`src/rtl/led_fade_pkg.sv`:
```
// Shared types and constants for the LED fade controller.
package led_fade_pkg;

    localparam int unsigned PWM_BITS = 8;
    localparam logic [PWM_BITS-1:0] DUTY_MAX = 8'd255;

    // Brightness FSM states
    typedef enum logic [1:0] {
        OFF  = 2'd0,
        UP   = 2'd1,
        ON   = 2'd2,
        DOWN = 2'd3
    } state_e;

endpackage

```
`src/rtl/led_fade_pwm_gen.sv`:
```
// 8-bit PWM generator: free-running period counter plus registered duty compare.
// wrap flags the last cycle of each period (counter at 255).
module pwm_gen
    import led_fade_pkg::*;
(
    input  logic                clk,
    input  logic                rst,
    input  logic [PWM_BITS-1:0] duty,
    output logic                wrap,
    output logic                pwm_out
);

    logic [PWM_BITS-1:0] pwm_cnt_q;
    logic                pwm_q;

    // Counter advances every cycle; output is high while duty exceeds the count
    always_ff @(posedge clk or negedge rst) begin
        if (!rst) begin
            pwm_cnt_q <= '0;
            pwm_q     <= 1'b0;
        end else begin
            pwm_cnt_q <= pwm_cnt_q + 1'b1;
            pwm_q     <= (duty > pwm_cnt_q);
        end
    end

    assign wrap    = (pwm_cnt_q == DUTY_MAX);
    assign pwm_out = pwm_q;

endmodule

```
`src/rtl/led_fade.sv`:
```
// LED fade controller: synchronises the requested level, divides PWM wraps
// into step ticks, and ramps the PWM duty up or down one step per tick.
module led_fade
    import led_fade_pkg::*;
#(
    parameter int unsigned STEP_DIV = 4
) (
    input  logic clk,
    input  logic rst,
    input  logic level_in,
    output logic led
);

    localparam logic [15:0] STEP_LAST = 16'(STEP_DIV - 1);

    logic                sync1_q;
    logic                lvl_s_q;
    logic [15:0]         step_cnt_q;
    logic [15:0]         step_cnt_d;
    logic                step_tick;
    logic                wrap;
    state_e              state_q;
    logic [PWM_BITS-1:0] duty_q;

    // Two-flop synchroniser for the asynchronous level request
    always_ff @(posedge clk or negedge rst) begin
        if (!rst) begin
            sync1_q <= 1'b0;
            lvl_s_q <= 1'b0;
        end else begin
            sync1_q <= level_in;
            lvl_s_q <= sync1_q;
        end
    end

    // Step divider: every STEP_DIV-th PWM wrap produces a step tick
    always_comb begin
        step_cnt_d = step_cnt_q;
        step_tick  = 1'b0;
        if (wrap) begin
            if (step_cnt_q == STEP_LAST) begin
                step_cnt_d = '0;
                step_tick  = 1'b1;
            end else begin
                step_cnt_d = step_cnt_q + 1'b1;
            end
        end
    end

    // Step divider register
    always_ff @(posedge clk or negedge rst) begin
        if (!rst) begin
            step_cnt_q <= '0;
        end else begin
            step_cnt_q <= step_cnt_d;
        end
    end

    // Brightness FSM; a direction reversal takes priority over a coincident step tick.
    // The >=/<= limit checks also cover reversals entered at full or zero duty.
    always_ff @(posedge clk or negedge rst) begin
        if (!rst) begin
            state_q <= OFF;
            duty_q  <= '0;
        end else begin
            unique case (state_q)
                OFF: begin
                    duty_q <= '0;
                    if (lvl_s_q) state_q <= UP;
                end
                UP: begin
                    if (!lvl_s_q) begin
                        state_q <= DOWN;
                    end else if (step_tick) begin
                        if (duty_q >= DUTY_MAX - 1'b1) begin
                            duty_q  <= DUTY_MAX;
                            state_q <= ON;
                        end else begin
                            duty_q <= duty_q + 1'b1;
                        end
                    end
                end
                ON: begin
                    duty_q <= DUTY_MAX;
                    if (!lvl_s_q) state_q <= DOWN;
                end
                DOWN: begin
                    if (lvl_s_q) begin
                        state_q <= UP;
                    end else if (step_tick) begin
                        if (duty_q <= PWM_BITS'(1)) begin
                            duty_q  <= '0;
                            state_q <= OFF;
                        end else begin
                            duty_q <= duty_q - 1'b1;
                        end
                    end
                end
            endcase
        end
    end

    pwm_gen u_pwm (
        .clk     (clk),
        .rst     (rst),
        .duty    (duty_q),
        .wrap    (wrap),
        .pwm_out (led)
    );

endmodule

```
`config.mk`:
```
export PLATFORM = sky130hd
export DESIGN_NAME = led_fade
export DESIGN_NICKNAME = d
export VERILOG_FILES = /design/src/rtl/led_fade_pkg.sv /design/src/rtl/led_fade_pwm_gen.sv /design/src/rtl/led_fade.sv
export SDC_FILE = /design/constraint.sdc
export NUM_CORES = 1
export LEC_CHECK = 0
export CAP_MARGIN = 40
export CORE_AREA = 4 4 88 90
export CTS_CLUSTER_DIAMETER = 150
export DETAILED_ROUTE_END_ITERATION = 16
export DIE_AREA = 0 0 92 94
export GPL_TIMING_DRIVEN = 0
export PLACE_DENSITY = 0.58
export REMOVE_ABC_BUFFERS = 1
export SYNTH_ARGS = -nofsm -noshare
export SYNTH_HDL_FRONTEND = slang
export SYNTH_SLANG_ARGS = --single-unit
```
`constraint.sdc`:
```
create_clock -name clk -period 3.6 [get_ports clk]
set_input_delay 0.54 -clock clk [delete_from_list [all_inputs] [get_ports clk]]
set_output_delay 0.54 -clock clk [all_outputs]
set_load 0.01 [all_outputs]
```
==> results of run 1 <==
==> metal layers <==
metal | GRT usage | up-vias | share of wire
li1 | - | 899 | -
met5 | 0 | - | 0
met2 | 0.181 | 28 | 0.45
met3 | 0.0240 | 7 | 0.031
met4 | 0.0322 | 0 | 0.011
met1 | 0.159 | 877 | 0.51
==> logic make-up (layout without fill, tap and decap cells) <==
logic type | Yosys count | after routing
AOI/OAI and AO/OA | 56 | 56
adders and majority gates | 19 | 19
xor gates and xnor gates | 19 | 19
and+or+nand+nor | 85 | 85
muxes | 4 | 4
buffers and inverters | 25 | 27
DFF | 37 | 37
==> flip-flops by register name, summed over array words and instances, names as in the netlist <==
| name | cells |
|---|---|
| lvl_s_q | 1 |
| u_pwm.pwm_cnt_q | 8 |
| duty_q | 8 |
| state_q | 2 |
| sync1_q | 1 |
| step_cnt_q | 16 |
| u_pwm.pwm_out | 1 |
==> through the flow <==
step,cells,power (mW)
after detailed placement,339,1.32
after CTS,346,1.61
after floorplan,237,1.13
after global placement,339,1.31
final,346,1.61
after global routing,346,1.74
==> power by group through the flow <==
stage	logic, mW	registers, mW	clock network [mW]
floorplan	0.574	0.560	0
global placement	0.718	0.589	0
detailed placement	0.728	0.589	0
CTS	0.732	0.581	0.301
global route	0.822	0.599	0.318
finish	0.736	0.583	0.291
==> layout by cell type (no fill, tap or decap), types with 3 or more instances in the layout <==
cell type   n
dfrtp_1    37
ha_1       19
inv_1      17
nand2_1    15
nand3_1    15
xnor2_1    13
o21ai_0    13
nor2_1     13
nand4_1     8
a31oi_1     7
xor2_1      6
a21oi_1     6
nor4_1      6
clkbuf_8    6
nor3_1      5
and3_1      5
nor2b_1     4
nor3b_1     4
and4_1      3
nand2b_1    3
a22o_1      3
o31ai_1     3
==> final timing paths <==
path	slack [ns]	endpoint	depth (start not counted)	start
setup / recovery	1.08	state_q[1]	5	duty_q[6]
hold / removal	0.34	step_cnt_q[15]	1	rst
setup reg to reg	1.08	state_q[1]	5	duty_q[6]
hold reg to reg	0.35	lvl_s_q	0	sync1_q
max in group asynchronous	2.73	u_pwm.pwm_cnt_q[2]	1	rst
min in group clk	0.35	lvl_s_q	0	sync1_q
==> critical path, delay by kind of cell, from the launching register on <==
family	cells	cell delay [ns]
AO/OA/AOI/OAI	3	0.98
flip-flops	1	0.48
AND/OR/NAND/NOR	1	0.61
multiplexers	1	0.34
==> cell type report <==
| class | instances | area, µm² |
|---|---|---|
| Fill cell | 747 | 4520 |
| Multi-Input combinational cell | 183 | 1320 |
| Sequential cell | 37 | 926 |
| Tap cell | 99 | 124 |
| Clock buffer | 7 | 86.3 |
| Inverter | 17 | 63.8 |
| Timing Repair Buffer | 3 | 25.0 |
==> impl_metrics.yaml, run 1 <==
run_status:
  outcome: "completed"
synthesis:
  synth_area_um2: 2360
  yosysTopAreaCellShare: 0.392
  synth_edf_count: 0
  synthAdderAreaFrac: 0.101
  postSynthAreaPerCell_um2: 9.63
  ys_warn_count: 0
  netlist_top_cells_count: "37 x dfrtp_1, 19 x ha_1, 17 x inv_1, 15 x nand2_1, 15 x nand3_1"
  yosys.area.top_type: "dfrtp_1"
  ys_seq_elements: 37
  synth.area.mux_share: 0.0180
  synth-xor-area-share: 0.0705
  seq_area_frac_synth: 0.392
  synth_compound_area_frac: 0.173
  yosysUniqueCellTypes: 53
  syn_inst: 245
  yosys-top-cells-area: "dfrtp_1 39%, ha_1 10%, xnor2_1 4.8%, nand3_1 3.2%, o21ai_0 2.8%"
  synth.most_common_cell: "dfrtp_1"
  synth_top_family_by_area: "simple AND/OR/NAND/NOR gates"
  synth-simple-area-share: 0.195
  synthFlopType: "dfrtp_1"
  synthArstFlopShare: 1.00
detailed_routing:
  vias: 1811
  vias_per_cell: 5.23
  drcViolationCount: 0
  dr.pass1.iters: 4
  drt-wirelength-per-cell_um: 13.5
  dr.first_iter.drc_count: 116
  drt-total-wl_um: 4660
  antenna_left: 0
floorplanning:
  die-width_um: 92
  start_util: 0.334
  die_y_um: 94
  ios: 4
  die-area_um2: 8650
  row_count: 31
  core_um2: 7060
cts:
  cts.path.max_buffers: 2
  cts_tree: "built"
  cts_made_buffers: 5
  insertion_delay_ns: 0.29
  cts_resized: 0
  cts.sinks: 37
  clkTransAtPathRegs_ns: 0.07
  htree_levels: 2
  clockRootBuffer: "clkbuf_8"
  hold_buffers: 0
  postCtsSetupBuffers: 0
global_route:
  antenna_found_initial: 0
  grt_overflow: 0
  grt_pass1_wl_um: 8200
  grt_max_degree: 38
  grt_usage: 0.115
  grt_pass1_vias: 1800
power:
  power_density_nw_per_um2: 634
  pwr-share-comb: 0.457
  clock_power_share: 0.181
  p_int_mw: 0.946
  ir_drop_v: 0.000195
  switching_share: 0.412
  p_sw_mw: 0.663
  p_seq_frac: 0.362
  p_leak_nw: 1.11
finish:
  post-route-util: 0.360
  n_antenna_cell: 0
  finalNetCount: 269
  drive_gt1_frac: 0.0567
  syn2layout_area_growth_pct: 7.64
  fin_area_um2: 2540
timing:
  setup_tns_ns: 0
  slew_headroom: 0.453
  hold_viol: 0
  finalSetupViolCount: 0
  min_period_ns: 2.52
  grt_setup_unrepaired: "no"
  period_share: 0.701
  fin_ws_ns: 1.08
  holdWs_ns: 0.344
  clock_skew_ns: 0.00787
  maxSlewViolCount: 0
  max_slew.worst_pin.slew_ns: 0.821
  maxClockFrequency_ghz: 0.396
critical_path:
  worstPathCellList: "or4_4 > o41ai_2 > a22oi_1 > o21ai_2 > mux2_1"
  critPathKind: "reg -> reg"
  timing.critical_path.required_ns: 3.77
  slowest_delay_ns: 0.61
  start_kind: "register"
  worst_path_max_delay_cell: "or4_4"
  arrival_ns: 2.70
  path_max_fanout: 7
  endpoint_kind: "register"
place:
  gp_congestion: 0.860
  place_ws_ns: 1.10
  dp_hpwl_um: 3330
  io_buffers: 3
  placed_area_um2: 2450
flow_run:
  maxCapViolations: 0
worst_hold_path:
  hold_class: "in -> async"
No activity file was read; power rests on OpenSTA's default activity.
==> run 2: changes to the inputs <==
clock period = 2.6 ns   (was 3.6 ns; I/O delays follow)
==> results of run 2 <==
Same layout as run 1 (identical final DEF). Status: completed.
Among the figures that moved: setup slack after placement 1.10 ns -> 0.0971 ns; setup slack after layout 1.08 ns -> 0.0777 ns; hold slack 0.344 ns -> 0.194 ns; register-to-register setup slack 1.08 ns -> 0.08 ns; total power 1.61 mW -> 2.23 mW; worst IR drop on VDD 0.000195 V -> 0.000271 V
